**src/rtl/tap_controller.sv**
```systemverilog
// rtl/tap_controller.sv - IEEE 1149.1-style TAP state machine and scan-path strobe decode
//
// Purpose:
//   Walks the 16-state TAP graph on tms and decodes the current state into the
//   shift/capture/update strobes of the IR scan path, the scan block and the
//   bypass register. It also muxes their serial outputs onto tdo. The 4-bit
//   state register is the only storage; every output is a combinational decode.
//
// Optional feature macro: TAP_INSTR_DECODE_EN
//   defined   : instruction selects the DR (00/01 scan block, 10/11 bypass).
//   undefined : scan block is always the selected DR; byp_* tied to 0 and
//               instruction / byp_tdo are ignored.
//
// Ports:
//   clk          in   single clock, rising edge
//   reset        in   synchronous active-high, forces Test-Logic-Reset
//   tms          in   test mode select
//   instruction  in   IR shadow register contents (IR_WIDTH bits)
//   ir_tdo       in   serial out of IR scan path
//   scan_tdo     in   serial out of scan block
//   byp_tdo      in   serial out of bypass register
//   ir_*         out  IR scan path capture/shift/update
//   scan_*       out  scan block capture/shift/update
//   byp_*        out  bypass register capture/shift/update
//   tdo          out  serial test data out
//   tdo_en       out  high while tdo carries shift data
//   tlr          out  high in Test-Logic-Reset
//   tap_state    out  current state encoding

module tap_controller #(
    parameter int IR_WIDTH = 2
) (
    input  logic                clk,
    input  logic                reset,
    input  logic                tms,
    input  logic [IR_WIDTH-1:0] instruction,
    input  logic                ir_tdo,
    input  logic                scan_tdo,
    input  logic                byp_tdo,
    output logic                ir_shift,
    output logic                ir_capture,
    output logic                ir_update,
    output logic                scan_shift,
    output logic                scan_capture,
    output logic                scan_update,
    output logic                byp_shift,
    output logic                byp_capture,
    output logic                byp_update,
    output logic                tdo,
    output logic                tdo_en,
    output logic                tlr,
    output logic [3:0]          tap_state
);

    typedef enum logic [3:0] {
        ST_TLR      = 4'hF,
        ST_RTI      = 4'hC,
        ST_SEL_DR   = 4'h7,
        ST_CAP_DR   = 4'h6,
        ST_SH_DR    = 4'h2,
        ST_EX1_DR   = 4'h1,
        ST_PAUSE_DR = 4'h3,
        ST_EX2_DR   = 4'h0,
        ST_UPD_DR   = 4'h5,
        ST_SEL_IR   = 4'h4,
        ST_CAP_IR   = 4'hE,
        ST_SH_IR    = 4'hA,
        ST_EX1_IR   = 4'h9,
        ST_PAUSE_IR = 4'hB,
        ST_EX2_IR   = 4'h8,
        ST_UPD_IR   = 4'hD
    } tap_state_t;

    tap_state_t r_state;
    tap_state_t w_next;

    logic w_sel_byp;
    logic w_dr_capture;
    logic w_dr_shift;
    logic w_dr_update;

    // State register: reset wins over tms in every state, including mid-shift.
    always_ff @(posedge clk) begin
        if (reset) begin
            r_state <= ST_TLR;
        end else begin
            r_state <= w_next;
        end
    end

    always_comb begin
        w_next = ST_TLR;
        unique case (r_state)
            ST_TLR:      w_next = tms ? ST_TLR      : ST_RTI;
            ST_RTI:      w_next = tms ? ST_SEL_DR   : ST_RTI;
            ST_SEL_DR:   w_next = tms ? ST_SEL_IR   : ST_CAP_DR;
            ST_CAP_DR:   w_next = tms ? ST_EX1_DR   : ST_SH_DR;
            ST_SH_DR:    w_next = tms ? ST_EX1_DR   : ST_SH_DR;
            ST_EX1_DR:   w_next = tms ? ST_UPD_DR   : ST_PAUSE_DR;
            ST_PAUSE_DR: w_next = tms ? ST_EX2_DR   : ST_PAUSE_DR;
            ST_EX2_DR:   w_next = tms ? ST_UPD_DR   : ST_SH_DR;
            ST_UPD_DR:   w_next = tms ? ST_SEL_DR   : ST_RTI;
            ST_SEL_IR:   w_next = tms ? ST_TLR      : ST_CAP_IR;
            ST_CAP_IR:   w_next = tms ? ST_EX1_IR   : ST_SH_IR;
            ST_SH_IR:    w_next = tms ? ST_EX1_IR   : ST_SH_IR;
            ST_EX1_IR:   w_next = tms ? ST_UPD_IR   : ST_PAUSE_IR;
            ST_PAUSE_IR: w_next = tms ? ST_EX2_IR   : ST_PAUSE_IR;
            ST_EX2_IR:   w_next = tms ? ST_UPD_IR   : ST_SH_IR;
            ST_UPD_IR:   w_next = tms ? ST_SEL_DR   : ST_RTI;
            default:     w_next = ST_TLR;
        endcase
    end

`ifdef TAP_INSTR_DECODE_EN
    // Upper half of the instruction space selects bypass; TLR forces bypass
    // so a freshly reset chain is one bit long per device.
    assign w_sel_byp = (r_state == ST_TLR) ||
                       (instruction >= IR_WIDTH'(2));
`else
    // Scan block is the only DR; these inputs have no effect in this build.
    logic w_unused_inputs;
    assign w_unused_inputs = ^{instruction, byp_tdo};
    assign w_sel_byp       = 1'b0;
`endif

    assign w_dr_capture = (r_state == ST_CAP_DR);
    assign w_dr_shift   = (r_state == ST_SH_DR);
    assign w_dr_update  = (r_state == ST_UPD_DR);

    always_comb begin
        ir_capture   = 1'b0;
        ir_shift     = 1'b0;
        ir_update    = 1'b0;
        scan_capture = 1'b0;
        scan_shift   = 1'b0;
        scan_update  = 1'b0;
        byp_capture  = 1'b0;
        byp_shift    = 1'b0;
        byp_update   = 1'b0;
        tdo          = 1'b0;
        tdo_en       = 1'b0;

        ir_capture = (r_state == ST_CAP_IR);
        ir_shift   = (r_state == ST_SH_IR);
        ir_update  = (r_state == ST_UPD_IR);

        if (w_sel_byp) begin
            byp_capture = w_dr_capture;
            byp_shift   = w_dr_shift;
            byp_update  = w_dr_update;
        end else begin
            scan_capture = w_dr_capture;
            scan_shift   = w_dr_shift;
            scan_update  = w_dr_update;
        end

        if (r_state == ST_SH_IR) begin
            tdo    = ir_tdo;
            tdo_en = 1'b1;
        end else if (r_state == ST_SH_DR) begin
`ifdef TAP_INSTR_DECODE_EN
            tdo    = w_sel_byp ? byp_tdo : scan_tdo;
`else
            tdo    = scan_tdo;
`endif
            tdo_en = 1'b1;
        end
    end

    assign tlr       = (r_state == ST_TLR);
    assign tap_state = r_state;

endmodule
```
**config.mk**
```make
export PLATFORM = sky130hd
export DESIGN_NAME = tap_controller
export DESIGN_NICKNAME = d
export VERILOG_FILES = /design/src/rtl/tap_controller.sv
export SDC_FILE = /design/constraint.sdc
export NUM_CORES = 1
export LEC_CHECK = 0
export ABC_AREA = 1
export ABC_CLOCK_PERIOD_IN_PS = 1600
export CELL_PAD_IN_SITES_DETAIL_PLACEMENT = 1
export CELL_PAD_IN_SITES_GLOBAL_PLACEMENT = 1
export CORE_MARGIN = 3
export CORE_UTILIZATION = 22
export CTS_BUF_LIST = sky130_fd_sc_hd__clkbuf_2 sky130_fd_sc_hd__clkbuf_4 sky130_fd_sc_hd__clkbuf_8
export CTS_CLUSTER_DIAMETER = 100
export DETAILED_ROUTE_END_ITERATION = 8
export PLACE_DENSITY = 0.79
export SETUP_SLACK_MARGIN = 0.2
export SLEW_MARGIN = 0
export SYNTH_ARGS = -nofsm -noshare
export SYNTH_HDL_FRONTEND = slang
export SYNTH_SLANG_ARGS = --single-unit
```
**constraint.sdc**
```tcl
create_clock -name clk -period 1.6 [get_ports clk]
set_clock_uncertainty 0.2 [all_clocks]
set_input_delay 0.24 -clock clk [delete_from_list [all_inputs] [get_ports clk]]
set_output_delay 0.24 -clock clk [all_outputs]
set_load 0.01 [all_outputs]
```
### Word-level counts from Yosys, hierarchy flattened

Cells that the tools add are included.

* register bits: 4
* output and inout port bits: 16
* logic and storage cells: 37

* equality and inequality tests: 15
* mux-type cells: 17
* reduce and logical (&&, ||, !) cells: 4

Operator list (count)
* $pmux 4 s12: 1
* $eq 4x4->1 const B: 8
* $eq 4x3->1 const B: 4
* $mux 2: 6
* $mux 3: 4
* $eq 4x2->1 const B: 2
* $mux 1: 5
* $eq 4x1->1 const B: 1
* $logic_not 4->1: 1
* $mux 4: 1
* $reduce_or 2->1: 2
* $reduce_or 3->1: 1

### Longest topological paths before layout

Gate-level depths: netlist of run 1.

* depth after elaboration: 3
* depth in mapped cells: 9

### Worst setup path after synthesis of run 1

No wires, ideal clock.

* path type: flip-flop to output port
* start: register r_state[1], in the netlist tap_state[1]
* end: output tdo
* arrival time: 1079 ps
* data required time: 1160 ps
* setup slack: 81 ps
* cell stages (with the launch flop): 6
* path buffers: 0
* cell sequence: dfxtp_1 -> inv_2 -> nor2_1 -> nand3_1 -> inv_1 -> a22o_1

RTL lines
* start, declared: RTL line 74 `tap_state_t r_state;`
* start signal, assigned: RTL line 87 `r_state <= w_next;`
* $eq 4x4->1
* named net ir_shift: RTL line 40 `output logic ir_shift,`
* $mux 1: RTL line 157 `if (r_state == ST_SH_IR) begin`
* end, declared: RTL line 49 `output logic tdo,`

The timed path passes the listed nets, and every way through them passes these cells.

### Worst setup path after layout of run 1

* start: register r_state[1], in the netlist tap_state[1]
* end: output tdo

* cells in the longest elaborated chain, start to end: 3

RTL lines
* $eq 4x2->1: RTL line 160 `end else if (r_state == ST_SH_DR) begin`
* $mux 1: RTL line 160
* $mux 1 (*): RTL line 157

Every way passes the cells marked *; elsewhere a longest branch is shown, timed or not.

==> results by group, run 1 <==
Logic synthesis
  • Ys async rst share: 0
  • Simple-gate share of the synthesized area: 0.5066
  • EDFF count, synth: 0
  • Synth Area in Adders: 0
  • Top cells by area, synth: dfxtp_1 21%, nand2_1 18%, nor2_1 11%, inv_1 7.9%, buf_4 6.0%
  • Synthesis-stage register bit count: 4
  • Compound-Gate Fraction of Synth Area: 0.08940
  • Post-Syn Area per Cell: 5.557 um^2
  • YS warnings: 0
  • Mux contribution to synthesized area: 0
  • Synth area leader: dfxtp_1
  • Distinct cells, synth: 19
  • Syn Inst Count: 68
  • Synthesized area: 377.9 um^2
  • Top-count cell post-synth: nand2_1
  • Synth Flop Type: dfxtp_1
  • Post-synthesis sequential area ratio: 0.2119
  • Synth top area share: 0.2119
  • Largest family of logic cells by synthesized area: simple AND/OR/NAND/NOR gates
  • Synth cell count leaders: 18 x nand2_1, 11 x nor2_1, 8 x inv_1, 4 x dfxtp_1, 4 x nand3_1
  • Post-synthesis xor/xnor area fraction: 0

Power
  • Clock Power Share: 0.068
  • Worst ir drop on vdd: 1149 uV
  • Power density cells: 2135 mW/mm^2
  • Combinational fraction of design power: 0.811
  • P_int: 1.067 mW
  • Leak: 0.4860 nW
  • Seq pwr share: 0.121
  • Sw frac: 0.4549
  • Sw power: 0.8907 mW

Global route
  • Global route overflow: 0
  • Largest net degree at the start of global routing: 7
  • Vias in the first global route: 638
  • Aggregate global-route resource usage: 0.1969
  • First-pass GRT wire length: 2.918 mm
  • Initial antenna violation count: 0

Timing
  • Final setup margin: 0.01452 ns
  • Crit share post-route: 0.9909
  • Final Setup Violations: 0
  • Fin. Hold Viols: 0
  • Final worst path period need: 1.585 ns
  • Max Fclk: 630.7 MHz
  • Post-Route Setup TNS: 0 ns
  • Max-slew violation count: 0
  • RSZ-0062 raised after global routing: yes

Clocking
  • Cts bufs inserted: 3
  • CTS sink cnt: 4
  • H-Tree Depth: 1
  • Clk root buf: clkbuf_4
  • CTS Buffer Depth: 2
  • CTS tree: built
  • CTS hold repair buffers: 0
  • Worst-Skew Late Latency: 0.25 ns
  • Clock slew at reported path FFs: 0.03 ns

Final layout
  • N_diodes: 0
  • Final nets: 124
  • Share of cells above drive strength 1: 0.6579
  • Synthesis-to-layout area growth: 142.7%
  • Max reg flops: 4

Floorplanning
  • Die Span Y: 47.45 um
  • Die Wd: 47.45 um
  • Row cnt: 14
  • Die ar.: 0.002251 mm^2
  • Initial core utilization: 0.2424
  • Core ar.: 0.001559 mm^2
  • IO Pins: 24

Detailed routing
  • Drt total wl: 2.230 mm
  • Drt first pass iters: 2
  • Number of remaining DRC errors: 0
  • Initial drt markers: 1
  • ANT nets after route: 0
  • DR WL/cell: 17.15 um
  • Vias per inst: 4.885
  • Via count: 635

Setup path
  • Critical path cell sequence: inv_2, nor2_4, nand3_2, inv_2, a22o_1, buf_2
  • Crit path from: tap_state[1]$_SDFF_PP1_
  • Crit. End Element: output port
  • CP max stage delay: 0.32 ns
  • WP buf/inv: 3
  • Worst-path fanout max: 4
  • Worst EP arrival: 1.15 ns
  • CP startpoint kind: flip-flop
  • Crit Path Category: reg -> out
  • Crit-path leading delay family: flip-flops
  • Data required, critical path: 1.16 ns
  • R2R Path Start: tap_state[1]$_SDFF_PP1_
  • Cell with the most instances on the worst path: inv_2
  • CP max-delay cell: dfxtp_2

Placed design
  • Final GP Congestion: 0.8538
  • HPWL after DPL: 1.259 mm
  • DP Worst Slack: -0.2172 ns
  • Port bufs: 17

Hold path
  • Hold Crit Class: in -> reg
  • Min-Delay Startpoint: reset

Status
  • Outcome: finished clean

Run
  • Maxcap violations: 0
-- logic make-up after synthesis --
group,count (synthesis)
AO/OA/AOI/OAI,6
other,1
AND/OR/NAND/NOR,42
buffers and inverters,15
flip-flops,4
-- power groups by stage --
stage	Clock (mW)	Sequential [mW]	Combinational (mW)
floorplan	0	0.236	0.438
global placement	0	0.204	0.991
detailed placement	0	0.205	1.03
CTS	0.130	0.231	1.34
global route	0.146	0.243	1.71
finish	0.133	0.237	1.59
-- tightest hold or removal path: stages --
cell	delay (ns)
clkdlybuf4s50_1	0.51
a21oi_2	0.06
nand2_1	0.06
-- routing by layer --
metal | vias up | share of wire | routed length, um | GRT usage
li1 | 300 | - | - | -
met1 | 300 | 0.33 | 730 | 0.1757
met2 | 27 | 0.59 | 1317 | 0.3877
met3 | 8 | 0.052 | 116 | 0.06015
met4 | 0 | 0.029 | 65 | 0.09945
met5 | - | 0 | 0 | 0
-- through the flow --
| stage | std cells | instance area, um^2 | total power, mW | hold WS, ns | utilization |
|---|---|---|---|---|---|
| after floorplan | 70 | 399.1 | 0.6735 | 0.1473 | - |
| after global placement | 116 | 680.7 | 1.194 | 0.4706 | 0.4366 |
| after global routing | 130 | 917.1 | 2.095 | 0.4643 | 0.5883 |
| final | 130 | 917.1 | 1.958 | 0.4694 | 0.5883 |
| after CTS | 127 | 829.5 | 1.701 | 0.4485 | 0.5321 |
| after detailed placement | 116 | 680.7 | 1.236 | 0.4781 | 0.4366 |
-- cell usage in the layout, fill, tap and decap left out, drive strengths merged --
cell type / n
nor3: 2
inv: 11
nor2: 13
buf: 41
a22o: 1
clkbuf: 3
o21ai: 2
nand3: 5
conb: 3
nand2: 20
a21oi: 3
dfxtp: 4
nand4: 2
clkdlybuf4s50: 4
-- final timing paths --
path              slack, ns                      end  cells after the start
hold / removal         0.47  tap_state[1]$_SDFF_PP1_                      3
setup / recovery       0.01                      tdo                      6
hold reg to reg        0.60  tap_state[3]$_SDFF_PP1_                      4
setup reg to reg       0.12  tap_state[1]$_SDFF_PP1_                     11
-- layout make-up --
class / instances / area, um^2
Multi-Input combinational cell: 51 / 327.8
Timing Repair Buffer: 45 / 412.9
Tap cell: 16 / 20.02
Inverter: 11 / 43.79
Fill cell: 200 / 641.9
Sequential cell: 4 / 90.09
Clock buffer: 3 / 22.52
-- what timing repair did --
item / CTS / global route
endpoints found under the setup margin: 14 / 16
gates resized for setup: 84 / 20
buffers inserted: 8 / 3
pin swaps: 14 / 12
No activity file was read; power rests on OpenSTA's default activity.
==> run 2, diff against run 1 <==
--- a/config.mk
+++ b/config.mk
@@ -9,12 +9,14 @@
 export ABC_CLOCK_PERIOD_IN_PS = 1600
 export CELL_PAD_IN_SITES_DETAIL_PLACEMENT = 1
 export CELL_PAD_IN_SITES_GLOBAL_PLACEMENT = 1
-export CORE_MARGIN = 3
-export CORE_UTILIZATION = 22
+export CORE_AREA = 3 3 40 42
 export CTS_BUF_LIST = sky130_fd_sc_hd__clkbuf_2 sky130_fd_sc_hd__clkbuf_4 sky130_fd_sc_hd__clkbuf_8
 export CTS_CLUSTER_DIAMETER = 100
 export DETAILED_ROUTE_END_ITERATION = 8
-export PLACE_DENSITY = 0.79
+export DIE_AREA = 0 0 43 45
+export DONT_BUFFER_PORTS = 1
+export GPL_TIMING_DRIVEN = 0
+export PLACE_DENSITY = 0.61
 export SETUP_SLACK_MARGIN = 0.2
 export SLEW_MARGIN = 0
 export SYNTH_ARGS = -nofsm -noshare
==> run 2 against run 1 <==
Effect of this change: clock power shrank 7%; count of clock-buffer cells in the layout is the same; worst setup slack gained 0.0013 ns; register-to-register slack gained 0.02 ns; sequential power grew 38%; utilization shrank 5.5 points; maximum frequency is essentially flat; critical endpoint unchanged; largest power group unchanged.
==> results by group, run 2 (synthesized netlist as in run 1, its figures left out) <==
Status
  • Outcome: finished clean (unchanged)

Clocking
  • CTS sink cnt: 4 (unchanged)
  • CTS tree: built (unchanged)
  • Cts bufs inserted: 3 (unchanged)
  • Clock slew at reported path FFs: 0.04 ns (was 0.03 ns)
  • CTS Buffer Depth: 2 (unchanged)
  • Clk root buf: clkbuf_4 (unchanged)
  • H-Tree Depth: 1 (unchanged)
  • Worst-Skew Late Latency: 0.23 ns (was 0.25 ns)

Power
  • Sw power: 0.7514 mW (was 0.8907 mW)
  • Leak: 0.3416 nW (was 0.4860 nW)
  • Sw frac: 0.5219 (was 0.4549)
  • Total power: 1.440 mW (was 1.958 mW)
  • Clock Power Share: 0.086 (was 0.068)
  • Seq pwr share: 0.227 (was 0.121)
  • Combinational fraction of design power: 0.687 (was 0.811)
  • P_int: 0.6884 mW (was 1.067 mW)
  • Power density cells: 2100 mW/mm^2 (was 2135 mW/mm^2)
  • Worst ir drop on vdd: 1207 uV (was 1149 uV)

Timing
  • Final Setup Violations: 0 (unchanged)
  • Max Fclk: 631.2 MHz (was 630.7 MHz)
  • Final worst path period need: 1.584 ns (was 1.585 ns)
  • Max-slew violation count: 0 (unchanged)
  • Fin. Hold Viols: 0 (unchanged)
  • Crit share post-route: 0.9901 (was 0.9909)
  • RSZ-0062 raised after global routing: yes (unchanged)

Setup path
  • Crit. End Element: output port (unchanged)
  • Data required, critical path: 1.16 ns (about the same)
  • Worst EP arrival: 1.14 ns (was 1.15 ns)
  • CP startpoint kind: flip-flop (unchanged)
  • Reg2reg path depth: 10 (was 11)
  • Worst R2R Setup Slack: 0.14 ns (was 0.12 ns)
  • Reg2Reg Capture Point: tap_state[1]$_SDFF_PP1_ (unchanged)
  • R2R Path Start: tap_state[3]$_SDFF_PP1_ (was tap_state[1]$_SDFF_PP1_)
  • Crit Path Category: reg -> out (unchanged)
  • Worst-path fanout max: 6 (was 4)

Hold path
  • Hold Crit Class: in -> reg (unchanged)
  • Hold Crit Depth: 4 (was 3)
  • Hold Path Sink: tap_state[1]$_SDFF_PP1_ (unchanged)
  • Min-Delay Startpoint: tms (was reset)

Placed design
  • Final GP Congestion: 0.8156 (was 0.8538)
  • Port bufs: 0 (was 17)
  • Placed cell count: 85 (was 116)
  • HPWL after DPL: 831.6 um (was 1.259 mm)

Global route
  • Initial antenna violation count: 0 (unchanged)
  • Vias in the first global route: 448 (was 638)
  • Aggregate global-route resource usage: 0.1455 (was 0.1969)
  • Largest net degree at the start of global routing: 8 (was 7)
  • Global route overflow: 0 (unchanged)
  • First-pass GRT wire length: 2.111 mm (was 2.918 mm)

Run
  • Maxcap violations: 0 (unchanged)

Floorplanning
  • Die Wd: 43 um (was 47.45 um)
  • Initial core utilization: 0.2941 (was 0.2424)
  • IO Pins: 24 (unchanged)
  • Core ar.: 0.001285 mm^2 (was 0.001559 mm^2)
  • Die Span Y: 45 um (was 47.45 um)
  • Die ar.: 0.001935 mm^2 (was 0.002251 mm^2)
  • Row cnt: 13 (was 14)

Final layout
  • Commonest non-fill, non-tap cell in the layout: nand2_1 (was buf_6)
  • Filler cells: 165 (was 200)
  • Max reg flops: 4 (unchanged)
  • Most frequent cells in the layout: 13 x nand2_1, 7 x nor2_4, 7 x buf_4 (was 22 x buf_6, 13 x nand2_1, 12 x buf_4)
  • Multi-input gate area: 350.3 um^2 (was 327.8 um^2)
  • Final nets: 94 (was 124)
  • Share of cells above drive strength 1: 0.5357 (was 0.6579)
  • Register area: 95.09 um^2 (was 90.09 um^2)
  • Synthesis-to-layout area growth: 81.46% (was 142.7%)
  • N_diodes: 0 (unchanged)
  • Final Non-Filler Cells: 99 (was 130)

Detailed routing
  • Drt first pass iters: 2 (unchanged)
  • Drt total wl: 1.319 mm (was 2.230 mm)
  • Number of remaining DRC errors: 0 (unchanged)
  • Initial drt markers: 8 (was 1)
  • Via count: 462 (was 635)
  • ANT nets after route: 0 (unchanged)
  • Vias per inst: 4.667 (was 4.885)
  • DR WL/cell: 13.32 um (was 17.15 um)
[run 2: area by class of cell]
| type | instances | share of cell area |
|---|---|---|
| clock buffers | 3 | 0.03285 |
| inverters | 11 | 0.06752 |
| well taps | 15 | 0.02737 |
| flip-flops and latches | 4 | 0.1387 |
| plain buffers | 4 | 0.05474 |
| repair buffers | 11 | 0.1679 |
| multi-input cells | 51 | 0.5109 |
[run 2: repair_timing]
action,4_1_cts,5_1_grt
endpoints found under the hold margin,4,0
setup buffers,6,3
pin swaps,7,6
gates cloned,0,0
gates resized for setup,20,22
hold buffers,2,0
setup endpoints to repair,13,13
[run 2: power by group through the flow]
stage | Combinational, mW | Sequential, mW | Clock (mW)
floorplan | 0.438 | 0.236 | 0
finish | 0.990 | 0.327 | 0.124
global route | 1.07 | 0.342 | 0.141
CTS | 0.757 | 0.293 | 0.131
global placement | 0.527 | 0.261 | 0
detailed placement | 0.526 | 0.260 | 0
[run 2: worst max path at each step]
stage                     endpoint                    start  slack (ns)
after floorplan                tdo  tap_state[2]$_SDFF_PP1_        0.20
after global placement         tdo  tap_state[2]$_SDFF_PP1_        0.07
after detailed placement       tdo  tap_state[2]$_SDFF_PP1_        0.08
after CTS                      tdo  tap_state[3]$_SDFF_PP1_       -0.02
after global routing           tdo  tap_state[1]$_SDFF_PP1_       -0.06
final                          tdo  tap_state[3]$_SDFF_PP1_        0.02
[run 2: stage by stage]
stage | worst slack, ns | cell area, um^2 | setup TNS, ns | util | hold slack [ns]
after global placement | 0.07330 | 417.9 | 0 | 0.3252 | 0.1690
final | 0.01581 | 685.7 | 0 | 0.5336 | 0.01109
after CTS | -0.02427 | 575.6 | -0.02427 | 0.4479 | 0.02122
after floorplan | 0.2019 | 399.1 | 0 | - | 0.1473
after global routing | -0.06178 | 685.7 | -0.08881 | 0.5336 | 0.02943
after detailed placement | 0.08298 | 417.9 | 0 | 0.3252 | 0.1699
[run 2: worst max-delay path, stage by stage, from the launching register on]
cell,delay [ns]
dfxtp_4,0.36
buf_8,0.13
nor2_4,0.04
nand2_1,0.07
inv_2,0.05
a22o_1,0.26
[run 2: layer usage]
metal  routed length, um  part of all wire  track usage
met1                 539              0.41       0.1775
met2                 685              0.52       0.2485
met5                   0                 0            0
met3                  94             0.071      0.05976
met4                   0                 0      0.01807
==> run 3, diff against run 2 <==
--- a/config.mk
+++ b/config.mk
@@ -15,7 +15,6 @@
 export DETAILED_ROUTE_END_ITERATION = 8
 export DIE_AREA = 0 0 43 45
 export DONT_BUFFER_PORTS = 1
-export GPL_TIMING_DRIVEN = 0
 export PLACE_DENSITY = 0.61
 export SETUP_SLACK_MARGIN = 0.2
 export SLEW_MARGIN = 0
==> run 3 against run 2 <==
Effect of this change: register-to-register slack better by 0.09 ns; first-iteration DRC count down 38%; wire length down 0.76%; combinational power shrank 8.7%; maximum frequency rose by 3.3%; clock power is 5% lower; critical path depth is the same; hold slack gained 0.0099 ns; non-clock buffer count fell by 3; flip-flop and latch count unchanged; sequential power shrank 12%; worst setup slack better by 0.051 ns.
==> results by group, run 3 (synthesized netlist as in run 1, its figures left out) <==
Placed design
  • Port bufs: 0 (unchanged)
  • Placed inst area: 404.1 um^2 (was 417.9 um^2)
  • Final GP Congestion: 0.8708 (was 0.8156)
  • HPWL after DPL: 846.3 um (was 831.6 um)

Power
  • Combinational fraction of design power: 0.690 (was 0.687)
  • Worst ir drop on vdd: 849.6 uV (was 1207 uV)
  • Sw power: 0.7134 mW (was 0.7514 mW)
  • P_int: 0.5971 mW (was 0.6884 mW)
  • Sw frac: 0.5443 (was 0.5219)
  • Clock Power Share: 0.090 (was 0.086)
  • Power density cells: 2120 mW/mm^2 (was 2100 mW/mm^2)
  • Total power: 1.311 mW (was 1.440 mW)
  • Seq pwr share: 0.220 (was 0.227)
  • Leak: 0.2995 nW (was 0.3416 nW)

Global route
  • Largest net degree at the start of global routing: 8 (unchanged)
  • Vias in the first global route: 451 (was 448)
  • Aggregate global-route resource usage: 0.1305 (was 0.1455)
  • Global route overflow: 0 (unchanged)
  • Initial antenna violation count: 0 (unchanged)
  • First-pass GRT wire length: 1.911 mm (was 2.111 mm)

Setup path
  • Worst EP arrival: 1.09 ns (was 1.14 ns)
  • CP max stage delay: 0.34 ns (was 0.36 ns)
  • Reg2reg path depth: 10 (unchanged)
  • Crit Path Category: reg -> out (unchanged)
  • CP startpoint kind: flip-flop (unchanged)
  • Data required, critical path: 1.16 ns (about the same)
  • Crit path depth: 5 (unchanged)
  • Crit-path leading delay family: flip-flops (unchanged)
  • Crit. End Element: output port (unchanged)
  • Worst-path fanout max: 4 (was 6)
  • WP buf/inv: 2 (unchanged)
  • CP max-delay cell: dfxtp_2 (was dfxtp_4)
  • Critical path cell sequence: inv_4, nor2_4, nand3_2, inv_2, a22o_1 (was buf_8, nor2_4, nand2_1, inv_2, a22o_1)

Final layout
  • Commonest non-fill, non-tap cell in the layout: nand2_1 (unchanged)
  • Util after Layout: 0.4810 (was 0.5336)
  • Post-route cell area: 618.1 um^2 (was 685.7 um^2)
  • Most frequent cells in the layout: 13 x nand2_1, 7 x nor2_4, 6 x nor2_1, 6 x buf_4, 5 x inv_1 (was 13 x nand2_1, 7 x nor2_4, 7 x buf_4)
  • Max reg flops: 4 (unchanged)
  • Share of cells above drive strength 1: 0.5062 (was 0.5357)
  • N_diodes: 0 (unchanged)
  • Final nets: 91 (was 94)
  • Synthesis-to-layout area growth: 63.58% (was 81.46%)

Timing
  • RSZ-0062 raised after global routing: yes (unchanged)
  • Max Fclk: 652.2 MHz (was 631.2 MHz)
  • Max-slew violation count: 0 (unchanged)
  • Post-Route Setup TNS: 0 ns (unchanged)
  • Final worst path period need: 1.533 ns (was 1.584 ns)
  • Fin. Hold Viols: 0 (unchanged)
  • Crit share post-route: 0.9583 (was 0.9901)
  • Final Setup Violations: 0 (unchanged)

Detailed routing
  • Drt total wl: 1.309 mm (was 1.319 mm)
  • Vias per inst: 4.854 (was 4.667)
  • Drt first pass iters: 4 (was 2)
  • ANT nets after route: 0 (unchanged)
  • Number of remaining DRC errors: 0 (unchanged)
  • Initial drt markers: 5 (was 8)
  • DR WL/cell: 13.64 um (was 13.32 um)
  • Via count: 466 (was 462)

Clocking
  • H-Tree Depth: 1 (unchanged)
  • Clk root buf: clkbuf_4 (unchanged)
  • Clock slew at reported path FFs: 0.03 ns (was 0.04 ns)
  • Cts bufs inserted: 3 (unchanged)
  • CTS sink cnt: 4 (unchanged)
  • CTS tree: built (unchanged)
  • CTS Buffer Depth: 2 (unchanged)
  • Worst-Skew Late Latency: 0.23 ns (about the same)

Floorplanning
  • IO Pins: 24 (unchanged)
  • Die Span Y: 45 um (unchanged)
  • Core ar.: 0.001285 mm^2 (unchanged)
  • Initial core utilization: 0.2941 (unchanged)
  • Die Wd: 43 um (unchanged)
  • Die ar.: 0.001935 mm^2 (unchanged)
  • Row cnt: 13 (unchanged)

Hold path
  • Hold Crit Depth: 4 (unchanged)
  • Hold Crit Class: in -> reg (unchanged)

Status
  • Outcome: finished clean (unchanged)

Run
  • Maxcap violations: 0 (unchanged)
-- run 3: cell types whose count changed in the layout (fill, tap and decap cells not counted), sizes merged --
cell	delta
buf	-4
clkbuf	+1
-- run 3: stage by stage --
stage / worst slack (ns) / hold slack, ns / cells
2_1_floorplan: 0.2019 / 0.1473 / 70
3_3_place_gp: 0.2078 / 0.1707 / 84
3_5_place_dp: 0.1940 / 0.1626 / 84
4_1_cts: 0.04720 / 0.01777 / 94
5_1_grt: 0.01329 / 0.04380 / 96
6_report: 0.06674 / 0.02104 / 96
-- run 3: layout make-up --
cell class,count,area [um^2]
Clock buffer,3,22.52
Sequential cell,4,90.09
Multi-Input combinational cell,51,334.1
Timing Repair Buffer,12,103.9
Inverter,11,48.80
Fill cell,169,666.9
Tap cell,15,18.77
-- run 3: repair_timing --
action / in CTS / in global routing
pin swaps: 4 / 5
hold buffers: 2 / 0
endpoints found under the hold margin: 4 / 0
gates resized for setup: 21 / 16
setup buffers: 5 / 2
setup endpoints to repair: 9 / 11
-- run 3: worst paths after layout --
| path | start | endpoint | slack [ns] |
|---|---|---|---|
| max | tap_state[1]$_SDFF_PP1_ | tdo | 0.07 |
| min | tms | tap_state[1]$_SDFF_PP1_ | 0.02 |
| max reg2reg | tap_state[1]$_SDFF_PP1_ | tap_state[1]$_SDFF_PP1_ | 0.23 |
| min reg2reg | tap_state[0]$_SDFF_PP1_ | tap_state[1]$_SDFF_PP1_ | 0.49 |
-- run 3: routing by layer --
metal / GRT usage / share of wire
met1: 0.1487 / 0.42
met2: 0.2455 / 0.53
met3: 0.03984 / 0.058
met4: 0.01807 / 0
met5: 0 / 0
-- run 3: tightest hold or removal path: stages --
cell and delay (ns):
nand2_1 0.03, nand2_1 0.06, nand2_1 0.04, nand2_1 0.04
-- run 3: power by group through the flow --
stage / Sequential [mW] / Combinational (mW) / Clock (mW)
after floorplan: 0.236 / 0.438 / 0
after global placement: 0.235 / 0.556 / 0
after detailed placement: 0.235 / 0.557 / 0
after CTS: 0.265 / 0.738 / 0.127
after global routing: 0.296 / 0.995 / 0.134
final: 0.289 / 0.904 / 0.118
